==> config.mk <==
export PLATFORM = sky130hd
export DESIGN_NAME = tank_sprite_fetch
export DESIGN_NICKNAME = d
export VERILOG_FILES = /design/src/rtl/tank_pkg.sv /design/src/rtl/tank_addr_gen.sv /design/src/rtl/tank_sprite_fetch.sv
export SDC_FILE = /design/constraint.sdc
export NUM_CORES = 1
export LEC_CHECK = 0
export CAP_MARGIN = 20
export CORE_ASPECT_RATIO = 1.5
export CORE_MARGIN = 4
export CORE_UTILIZATION = 48
export DETAILED_ROUTE_END_ITERATION = 12
export PLACE_DENSITY_LB_ADDON = 0.25
export SYNTH_ARGS = -nofsm -noshare
export SYNTH_HDL_FRONTEND = slang
export SYNTH_SLANG_ARGS = --single-unit
export TNS_END_PERCENT = 100
==> constraint.sdc <==
create_clock -name Clk -period 3.25 [get_ports Clk]
set_input_delay 0.65 -clock Clk [delete_from_list [all_inputs] [get_ports Clk]]
set_output_delay 0.65 -clock Clk [all_outputs]
set_load 0.01 [all_outputs]
==> src/rtl/tank_pkg.sv <==
// rtl/tank_pkg.sv - shared types and default geometry for the tank sprite fetch path
package tank_pkg;

  localparam int          TANK_SPRITE_W  = 50;
  localparam int          TANK_SPRITE_H  = 50;
  localparam logic [23:0] TANK_KEY_COLOR = 24'hFF0000;

  typedef enum logic [1:0] {UP, RIGHT, DOWN, LEFT} dir_t;
  typedef enum logic {NORMAL, FLASH} flash_state_t;

endpackage

==> src/rtl/tank_addr_gen.sv <==
// rtl/tank_addr_gen.sv - bounding box test and sprite ROM address, orientation honoured under TANK_SPRITE_ROTATE_EN
module tank_addr_gen
  import tank_pkg::*;
#(
  parameter int SPRITE_W = TANK_SPRITE_W,
  parameter int SPRITE_H = TANK_SPRITE_H,
  parameter int ADDR_W   = 19
) (
  input  logic [9:0]        draw_x,
  input  logic [9:0]        draw_y,
  input  logic [9:0]        tank_x,
  input  logic [9:0]        tank_y,
  input  dir_t              dir,
  output logic              in_box,
  output logic [ADDR_W-1:0] addr
);

  logic signed [10:0] rx, ry;
  logic [9:0]         ux, uy, sx, sy;

  // 11-bit signed difference so a tank hanging off the left/top edge gives a negative offset
  assign rx = $signed({1'b0, draw_x}) - $signed({1'b0, tank_x});
  assign ry = $signed({1'b0, draw_y}) - $signed({1'b0, tank_y});
  assign ux = rx[9:0];
  assign uy = ry[9:0];

  assign in_box = !rx[10] && !ry[10] && (ux < 10'(SPRITE_W)) && (uy < 10'(SPRITE_H));

`ifdef TANK_SPRITE_ROTATE_EN
  always_comb begin
    sx = ux;
    sy = uy;
    case (dir)
      UP:    begin sx = ux;                      sy = uy;                      end
      RIGHT: begin sx = uy;                      sy = 10'(SPRITE_W - 1) - ux;  end
      DOWN:  begin sx = 10'(SPRITE_W - 1) - ux;  sy = 10'(SPRITE_H - 1) - uy;  end
      LEFT:  begin sx = 10'(SPRITE_H - 1) - uy;  sy = ux;                      end
      default: ;
    endcase
  end
`else
  logic unused_dir;
  assign unused_dir = ^dir;
  assign sx = ux;
  assign sy = uy;
`endif

  assign addr = in_box ? (ADDR_W'(sy) * ADDR_W'(SPRITE_W) + ADDR_W'(sx)) : '0;

endmodule

==> src/rtl/tank_sprite_fetch.sv <==
// rtl/tank_sprite_fetch.sv - per-pixel tank sprite fetch with ROM latency alignment and hit flash
// Rotation support is compiled in with TANK_SPRITE_ROTATE_EN.
module tank_sprite_fetch
  import tank_pkg::*;
#(
  parameter int          SPRITE_W     = TANK_SPRITE_W,
  parameter int          SPRITE_H     = TANK_SPRITE_H,
  parameter int          ADDR_W       = 19,
  parameter logic [23:0] KEY_COLOR    = TANK_KEY_COLOR,
  parameter int          FLASH_FRAMES = 60,
  parameter int          BLINK_BIT    = 2
) (
  input  logic              Clk,
  input  logic              Reset_n,
  input  logic              pixel_en,
  input  logic              frame_start,
  input  logic [9:0]        DrawX,
  input  logic [9:0]        DrawY,
  input  logic [9:0]        TankX,
  input  logic [9:0]        TankY,
  input  logic [1:0]        dir,
  input  logic              hit_pulse,
  output logic [ADDR_W-1:0] read_address,
  input  logic [23:0]       rom_data,
  output logic [23:0]       pixel_rgb,
  output logic              pixel_hit,
  output logic              pixel_valid,
  output logic              flashing
);

  localparam int CW = $clog2(FLASH_FRAMES + 1);

  logic              in_box;
  logic [ADDR_W-1:0] addr_next;
  logic [2:0]        in_box_sr, valid_sr;
  flash_state_t      state;
  logic [CW-1:0]     cnt;
  logic              blank;

  tank_addr_gen #(
    .SPRITE_W (SPRITE_W),
    .SPRITE_H (SPRITE_H),
    .ADDR_W   (ADDR_W)
  ) u_addr_gen (
    .draw_x (DrawX),
    .draw_y (DrawY),
    .tank_x (TankX),
    .tank_y (TankY),
    .dir    (dir_t'(dir)),
    .in_box (in_box),
    .addr   (addr_next)
  );

  // Stage 0 registers the address; the flags then ride two more stages to meet the ROM output
  always_ff @(posedge Clk or negedge Reset_n) begin
    if (!Reset_n) begin
      read_address <= '0;
      in_box_sr    <= '0;
      valid_sr     <= '0;
    end else begin
      read_address <= addr_next;
      in_box_sr    <= {in_box_sr[1:0], in_box};
      valid_sr     <= {valid_sr[1:0], pixel_en};
    end
  end

  always_ff @(posedge Clk or negedge Reset_n) begin
    if (!Reset_n) begin
      state <= NORMAL;
      cnt   <= '0;
    end else begin
      case (state)
        NORMAL: if (hit_pulse) begin
          state <= FLASH;
          cnt   <= CW'(FLASH_FRAMES);
        end
        FLASH: if (hit_pulse) begin
          cnt <= CW'(FLASH_FRAMES);
        end else if (frame_start) begin
          if (cnt == CW'(1)) begin
            state <= NORMAL;
            cnt   <= '0;
          end else begin
            cnt <= cnt - CW'(1);
          end
        end
        default: state <= NORMAL;
      endcase
    end
  end

  // Blank is evaluated at output time so a state change lands on the very next output pixel
  assign blank       = (state == FLASH) && cnt[BLINK_BIT];
  assign pixel_hit   = in_box_sr[2] && (rom_data != KEY_COLOR) && !blank;
  assign pixel_rgb   = pixel_hit ? rom_data : 24'h0;
  assign pixel_valid = valid_sr[2];
  assign flashing    = (state == FLASH);

endmodule
# --- After elaboration in Yosys (flattened, before gate mapping) ---
# Index checks and enable logic that the tools add are counted.
# W data, S select, Z words.
op_classes:
  n_addsub: 4
  mul: 1
  n_lt_le_gt_ge: 2
  eq_ne: 4
  mux: 12
  bitwise: 1
  reduce_logical: 10
ops:
  columns: ["operator", "n"]
  rows:
  - ["$mux W24", 1]
  - ["$mux W6", 4]
  - ["$ne A24 B24 Y1 const B", 1]
  - ["$sub A10 B10 Y11", 2]
  - ["$lt A10 B6 Y1 const B", 2]
  - ["$mux W19", 1]
  - ["$add A16 B10 Y17", 1]
  - ["$mul A10 B5 Y15 const B", 1]
  - ["$pmux W6 S2", 1]
  - ["$eq A6 B1 Y1 const B", 1]
  - ["$logic_and A1 B1 Y1", 6]
  - ["$sub A6 B1 Y6 const B", 1]
  - ["$mux W1", 4]
  - ["$logic_not A1 Y1", 3]
  - ["$ne A3 B3 Y1 const B", 1]
  - ["$ne A2 B2 Y1 const B", 1]
  - ["$pmux W1 S2", 1]
  - ["$reduce_and A2 Y1", 1]
  - ["$not A1 Y1", 1]
word_totals:
  ff_bits: 32
  input_bits: 71
  out_inout_bits: 46
  elab_cells: 39

# --- Longest topological paths before layout ---
# Gate-level depths: netlist (run 1).
logic_depth:
  word_depth: 6
  ltp_mapped: 24
  depth_no_buf: 24

# --- By module ---
# A second synthesis (run 1) with hierarchy kept.
hier_totals:
  hier_cells: 445
  area_unflattened_um2: 3905.0
modules_own_cells:
  columns: ["mod", "instances", "cells_each", "area_per_inst_um2", "seq_area_each_um2"]
  rows:
  - ["tank_addr_gen", 1, 341, 2641.3, 0.0]
  - ["tank_sprite_fetch", 1, 104, 1263.7, 800.8]

# --- Worst setup path before layout (run 1) ---
# OpenSTA, ideal clock, no wires.
synth_path:
  path_type: "in2reg"
  start: "input DrawY[0]"
  end: "register read_address[16]"
  setup_ns: 0.095
  t_arrival_ns: 5.043
  required_time_ns: 3.155
  slack_ns: -1.888
  cell_stages: 21
  path_buffers: 0
  cell_sequence: "inv_1 > ha_1 > inv_1 > fa_1 > a21oi_1 > o211ai_1 > a21oi_1 > xor2_1 > inv_1 > ha_1 > ha_1 > inv_1 > fa_1 > inv_1 > ha_1 > or3b_2 > o221ai_1 > or3b_2 > nand2_1 > a2111oi_1 > nor4b_2"
synth_between:
  elab_chain_cells: 6
  word_cells_on_any_way: 9
  classes_between: "add/sub (2); mul (1); order compare (1); mux (1); reduce/logical (4)"
synth_rtl:
  columns: ["element", "line_no", "text"]
  rows:
  - ["from (decl)", "tank_sprite_fetch.sv:18", "input logic [9:0] DrawY,"]
  - ["$sub A10 B10 Y11 (*)", "tank_addr_gen.sv:23", "assign ry = $signed({1'b0, draw_y}) - $signed({1'b0, tank_y});"]
  - ["branches (longest 4 deep; another with $add A16 B10 Y17)", null, null]
  - ["$mux W19 (*)", "tank_addr_gen.sv:48", "assign addr = in_box ? (ADDR_W'(sy) * ADDR_W'(SPRITE_W) + ADDR_W'(sx)) : '0;"]
  - ["named net addr_next[16]", "tank_sprite_fetch.sv:34", "logic [ADDR_W-1:0] addr_next;"]
  - ["to (signal assigned)", "tank_sprite_fetch.sv:61", "read_address <= addr_next;"]
  - ["to (decl)", "tank_sprite_fetch.sv:23", "output logic [ADDR_W-1:0] read_address,"]
# Mark *: on every way through the listed nets, which the timed path passes.
# A chain may end at the register's enable or synchronous reset.

# --- Final worst setup path (run 1) ---
layout_path:
  start: "input TankY[1]"
  end: "register read_address[16]"
layout_between:
  elab_chain_cells: 6
  word_cells_on_any_way: 9
  classes_between: "add/sub (2); mul (1); order compare (1); mux (1); reduce/logical (4)"
layout_rtl:
  columns: ["element", "line_no", "text"]
  rows:
  - ["from (decl)", "tank_sprite_fetch.sv:20", "input logic [9:0] TankY,"]
  - ["$sub A10 B10 Y11 (*)", "tank_addr_gen.sv:23", null]
  - ["branches (longest 4 deep; another with $add A16 B10 Y17)", null, null]
  - ["$mux W19 (*)", "tank_addr_gen.sv:48", null]
  - ["named net addr_next[16]", "tank_sprite_fetch.sv:34", null]
# Marked as above.

==> results of run 1 <==
## report_power, final
group	switching [mW]	internal [mW]
logic	2.81	2.81
registers	0.00566	0.381
clock network	0.169	0.460
## Yosys cell counts (9+ instances only)
cell and count:
o21ai_0 18, xor2_1 15, a21o_1 10, ha_1 71, nand2_1 24, nor2_1 43, a21oi_1 18, nor3_1 9
and2_1 27, xnor2_1 10, inv_1 53, dfrtp_1 30
## cell families after synthesis
logic type | Yosys count | share of synthesized area [%]
mux | 1 | 0.266
buf+inv | 58 | 6.19
simple gates | 147 | 20.9
compound gates | 97 | 18.9
fa+ha+maj | 79 | 27.9
other cells | 1 | 0.0997
flops | 30 | 20.0
xor+xnor | 25 | 5.82
## flip-flops by register name (all words and copies together) (netlist names)
signal,cells
cnt,6
flashing,1
valid_sr,3
read_address,17
in_box_sr,3
## stage by stage
stage	utilization (%)	setup slack [ps]	power [mW]	setup TNS [ps]
finish	85.7	-1690	6.64	-16800
global route	85.7	-1830	7.00	-19940
CTS	83.4	-1460	5.96	-16350
detailed placement	77.8	-2270	4.90	-40890
global placement	77.8	-2170	4.66	-37760
floorplan	-	-1490	3.26	-11890
## repair_timing
item / 4_1_cts / 5_1_grt
cloned: 3 / 0
pin swaps: 46 / 29
setup endpoints to repair: 43 / 19
buffers inserted: 11 / 5
resized for setup: 129 / 30
## metal layers
layer | part of all wire, % | track usage (%)
met3 | 6.7 | 4.94
met2 | 54 | 55.5
met4 | 6.7 | 17.9
met1 | 33 | 25.0
met5 | 0 | 0
## area by class of cell
| type | instances | share of cell area (%) |
|---|---|---|
| clock buffers | 6 | 2.13 |
| inverters | 53 | 3.24 |
| clock inverters | 2 | 0.921 |
| flip-flops and latches | 30 | 11.5 |
| multi-input cells | 351 | 49.9 |
| repair buffers | 233 | 30.3 |
| well taps | 102 | 1.96 |
## final timing paths
kind	endpoint	slack [ps]	cells past startpoint
max	read_address[16]	-1690	21
min	valid_sr[2]	350	0
max reg2reg	cnt[5]	1380	6
min reg2reg	valid_sr[2]	350	0
max in group asynchronous	read_address[6]	2210	2
min in group asynchronous	cnt[2]	760	2
==> impl_metrics.toml, run 1 <==
[cells_and_area]
design.final.nets = 824
antenna-diode-count = 0
drive_gt1_share_pct = 33.6
final-instance-count-excl-fill = 777
area.sequential_um2 = 751
synthToLayoutAreaGrowth_pct = 73.4
final.fill_count = 396
multi_input_comb_area_um2 = 3260
most-common-layout-cells = "buf_4, clkdlybuf4s50_1, ha_1"
final_cell_area_um2 = 6520
mostFrequentLayoutCell = "buf_4"

[detailed_routing]
postRouteWirelength_um = 13700
drtAntennaViolNets = 0
drt_pass1_iterations = 5
drc_errors = 0
vias = 4344
route.detailed.vias_per_inst = 5.59
wire_per_inst_um = 17.6
detailedRoute.firstIterationViolations = 163

[placed_design]
placement.io_buffers = 112
place.detailed.instances = 750
post_dp_cell_area_um2 = 5920
globalplace.congestion = 0.851
post-dp-hpwl_um = 9240

[worst_setup_path]
type_of_destination_of_the_critical_path = "flip-flop"
timing.critical_path.from = "TankY[1]"
worstPathMaxFanout = 4
r2r-start = "cnt[1]"
cp_slowest_cell = "fa_1"
timing.critical_path.arrival_ps = 5110
timing.critical_path.cells = "clkdlybuf4s15_1 -> inv_2 -> ha_4 -> nor2b_4 -> o21ai_4 -> buf_6 -> nand2_1 -> nor2_2 -> nor2_1 -> ha_1 -> ha_1 -> fa_1 -> ha_4 -> buf_4 -> a211oi_1 -> o21ai_0 -> a32oi_1 -> buf_4 -> nand2_4 -> a2111oi_4 -> nor4b_4"
crit_buf_inv = 5
criticalPathCategory = "in -> reg"
start_kind = "primary input"
worst_ep_required_time_ps = 3420
cpPeakStageDelay_ps = 570
crit_family = "adder cells"

[min_path]
worstHoldPathType = "reg -> reg"
timing.hold.worst.start = "valid_sr[1]"

[synth]
syn-instance-count = 438
post-synth-top-area-fraction_pct = 23.6
post-synth-top-area-cell = "ha_1"
syn_area_per_cell_um2 = 8.59
ys_types = 63
total_standard_cell_area_after_synthesis_um2 = 3760
synth-edff-count = 0
postSynth.topFlopCell = "dfrtp_1"
synth_async_sr_flop_share_pct = 100
ys_seq_elements = 30
synth.yosys.warnings = 0
netlist_top_cells_area = "ha_1, dfrtp_1, inv_1"
synth_seq_area_share_pct = 20.0

[timing]
fin_worst_hold_slack_ps = 350
finClkSkew_ps = 3.65
worstMarginPinSlew_ps = 817
fin_crit_ps = 4940
fmaxAchievable_ghz = 0.202
hold_violations = 0
rsz0062_at_grt = "yes"
max-slew-margin-rel_pct = 45.0
postLayoutSetupSlackWorst_ps = -1690
max_transition_viols_final = 0
setup_viol = 18
final_min_period_over_clock_period_pct = 152

[pwr]
peakVddDrop_v = 0.000691
power-per-cell-area_nw_per_um2 = 1020
power_leakage_nw = 3.24

[die]
dieArea_um2 = 9350
num_rows = 39
floorplan.die.height_um = 116
die_width_um = 80.3
core_area_um2 = 7610
start_util_pct = 49.4
num_io_pins = 117

[global_route]
antenna_found_initial = 0
grt_pass1_vias = 4552
grt.total_usage_pct = 28.0
grt_ovf = 0
grt_first_pass_wirelength_um = 20400
maximum_number_of_pins_on_one_net_before_global_route_repair = 31

[clock_network]
ctsLongestPathBuffers = 2
ctsHtreeMaxLevel = 2
numCtsBuffers = 5
tritoncts = "yes"
clkTransAtPathRegs_ps = 50
cts_hold_buffers = 0
cts.sinks = 30
worstSkewPairLatency_ps = 280
cts_root_buffer_type = "clkbuf_16"

[outcome]
failed_checks = "negative setup slack"
status = "finished, violations left"

[run]
maxCapViolations = 0
Note: power is estimated with default switching activity, not from simulation.
==> run 2, diff against run 1 <==
- CORE_UTILIZATION: 48 -> 45
- SYNTH_HIERARCHICAL: not set -> 1
==> run 2 against run 1 <==
  * The flow still finishes with violations (negative setup slack)
  * Core utilization fell by 3.7 points
  * First-iteration DRC count fell by 9.8%
  * Clock power fell by 17%
  * Design area rose by 6.4%
  * Count of clock-buffer cells in the layout is 1 lower
  * Flip-flop and latch count increased by 2
  * Critical path type unchanged
==> impl_metrics.toml, run 2 <==
[cells_and_area]
most-common-layout-cells = "buf_4, clkdlybuf4s50_1, ha_1"
postLayoutCoreUtil_pct = 82.0
antenna-diode-count = 0
design.final.nets = 830
drive_gt1_share_pct = 36.0
layout_top_registers = "read_address x19, cnt x6"
max_reg_flops = 19
synthToLayoutAreaGrowth_pct = 77.7
final.fill_count = 502
area.sequential_um2 = 801
most_flop_heavy_register = "read_address"
mostFrequentLayoutCell = "buf_4"
multi_input_comb_area_um2 = 3530

[timing]
worstMarginPinSlew_ps = 516
rsz0062_at_grt = "yes"
fmaxAchievable_ghz = 0.198
max_transition_viols_final = 0
hold_violations = 0
final_min_period_over_clock_period_pct = 155
fin_worst_hold_slack_ps = 341
finClkSkew_ps = 5.40
max-slew-margin-rel_pct = 65.3
postLayoutSetupSlackWorst_ps = -1800
setup_viol = 18
setup_tns_ps = -17210
fin_crit_ps = 5050

[min_path]
worstHoldPathType = "reg -> reg"

[worst_setup_path]
worst-path-stages = 25
crit_buf_inv = 8
timing.critical_path.arrival_ps = 5240
worstPathMaxFanout = 5
worst_ep_required_time_ps = 3440
crit_family = "adder cells"
start_kind = "primary input"
cell_seen_most_often_among_critical_path_stages = "ha_4"
criticalPathCategory = "in -> reg"
cp_slowest_cell = "fa_1"
setup.worst_path.end = "read_address[15]"
cpPeakStageDelay_ps = 510
r2r_setup_slack_ps = 1710
timing.critical_path.from = "DrawY[0]"
worst-r2r-cell-count = 3
rr_endpoint = "cnt[3]"
type_of_destination_of_the_critical_path = "flip-flop"
r2r-start = "cnt[2]"

[die]
floorplan.die.height_um = 122
die_width_um = 84.1
num_rows = 41
start_util_pct = 46.1
core_area_um2 = 8460
dieArea_um2 = 10300
num_io_pins = 117

[clock_network]
cts_hold_buffers = 0
clkTransAtPathRegs_ps = 60
ctsHtreeMaxLevel = 2
ctsLongestPathBuffers = 2
numCtsBuffers = 5
cts_root_buffer_type = "clkbuf_16"
worstSkewPairLatency_ps = 270
tritoncts = "yes"
cts.sinks = 32

[synth]
syn_area_per_cell_um2 = 8.78
ys_seq_elements = 32
total_standard_cell_area_after_synthesis_um2 = 3900
syn-instance-count = 445
post-synth-top-area-cell = "ha_1"
post-synth-top-area-fraction_pct = 22.7
synth_top_cells_by_count = "ha_1, inv_1, dfrtp_1"
netlist_top_cells_area = "ha_1, dfrtp_1, inv_1"
synth.yosys.warnings = 6
postSynth.topFlopCell = "dfrtp_1"
synth_async_sr_flop_share_pct = 100
yosys.cell_count.top_type = "ha_1"
ys_types = 56
synth-edff-count = 0
synth_seq_area_share_pct = 20.5

[detailed_routing]
wire_per_inst_um = 17.2
drc_errors = 0
detailedRoute.firstIterationViolations = 147
postRouteWirelength_um = 13600
drt_pass1_iterations = 4
route.detailed.vias_per_inst = 5.53
vias = 4355
drtAntennaViolNets = 0

[placed_design]
placement.io_buffers = 114
post-dp-hpwl_um = 8980
globalplace.congestion = 0.880

[pwr]
power_leakage_nw = 3.22
peakVddDrop_v = 0.000779
power-per-cell-area_nw_per_um2 = 1060

[global_route]
grt_ovf = 0
antenna_found_initial = 0
maximum_number_of_pins_on_one_net_before_global_route_repair = 33
grt_first_pass_wirelength_um = 20100
grt.total_usage_pct = 24.0
grt_pass1_vias = 4593

[outcome]
status = "finished, violations left"
failed_checks = "negative setup slack"

[run]
maxCapViolations = 0
run 2: metal layers:
metal	wire length, um	global-route usage (%)	up-vias
met5	0	0	-
met4	780	13.4	0
met3	615	3.65	63
met2	7690	50.3	173
met1	4460	20.8	2078
li1	-	-	2041
run 2: final cells by class:
type / count / share of cell area [%]
multi-input cells: 351 / 50.9
repair buffers: 234 / 30.0
flip-flops and latches: 32 / 11.5
inverters: 56 / 3.21
well taps: 107 / 1.93
clock buffers: 5 / 1.80
clock inverters: 3 / 0.613
run 2: cell families after synthesis:
kind of cell,Yosys count,synth area share (%)
simple gates,131,19.5
compound gates,103,18.1
fa+ha+maj,79,26.9
buf+inv,63,6.89
xor+xnor,35,7.85
flops,32,20.5
other cells,1,0.0960
mux,1,0.256
run 2: worst min-delay path by stage:
stage,startpoint,to,slack (ps),cells after the start
finish,valid_sr[0],valid_sr[1],340,0
CTS,valid_sr[0],valid_sr[1],340,0
floorplan,in_box_sr[0],in_box_sr[1],330,0
detailed placement,valid_sr[0],valid_sr[1],330,0
global placement,valid_sr[1],valid_sr[2],330,0
global route,in_box_sr[1],in_box_sr[2],350,0
run 2: report_power, final:
group | internal, mW | switching [mW]
sequential | 0.408 | 0.00677
clock | 0.359 | 0.164
combinational | 3.24 | 3.18
run 2: repair_timing:
| action | 4_1_cts | 5_1_grt |
|---|---|---|
| buffers inserted | 19 | 13 |
| cloned | 2 | 0 |
| pin swaps | 54 | 45 |
| gates resized for setup | 97 | 47 |
| setup endpoints to repair | 27 | 23 |
run 2: per-stage QoR:
step	std cells	power (mW)	cell area (um2)	setup WS, ps
after floorplan	446	3.24	4120	-1550
after global placement	755	4.50	6060	-2140
after detailed placement	755	4.69	6060	-2300
after CTS	783	6.06	6670	-1660
after global routing	788	7.79	6940	-2030
final	788	7.36	6940	-1800
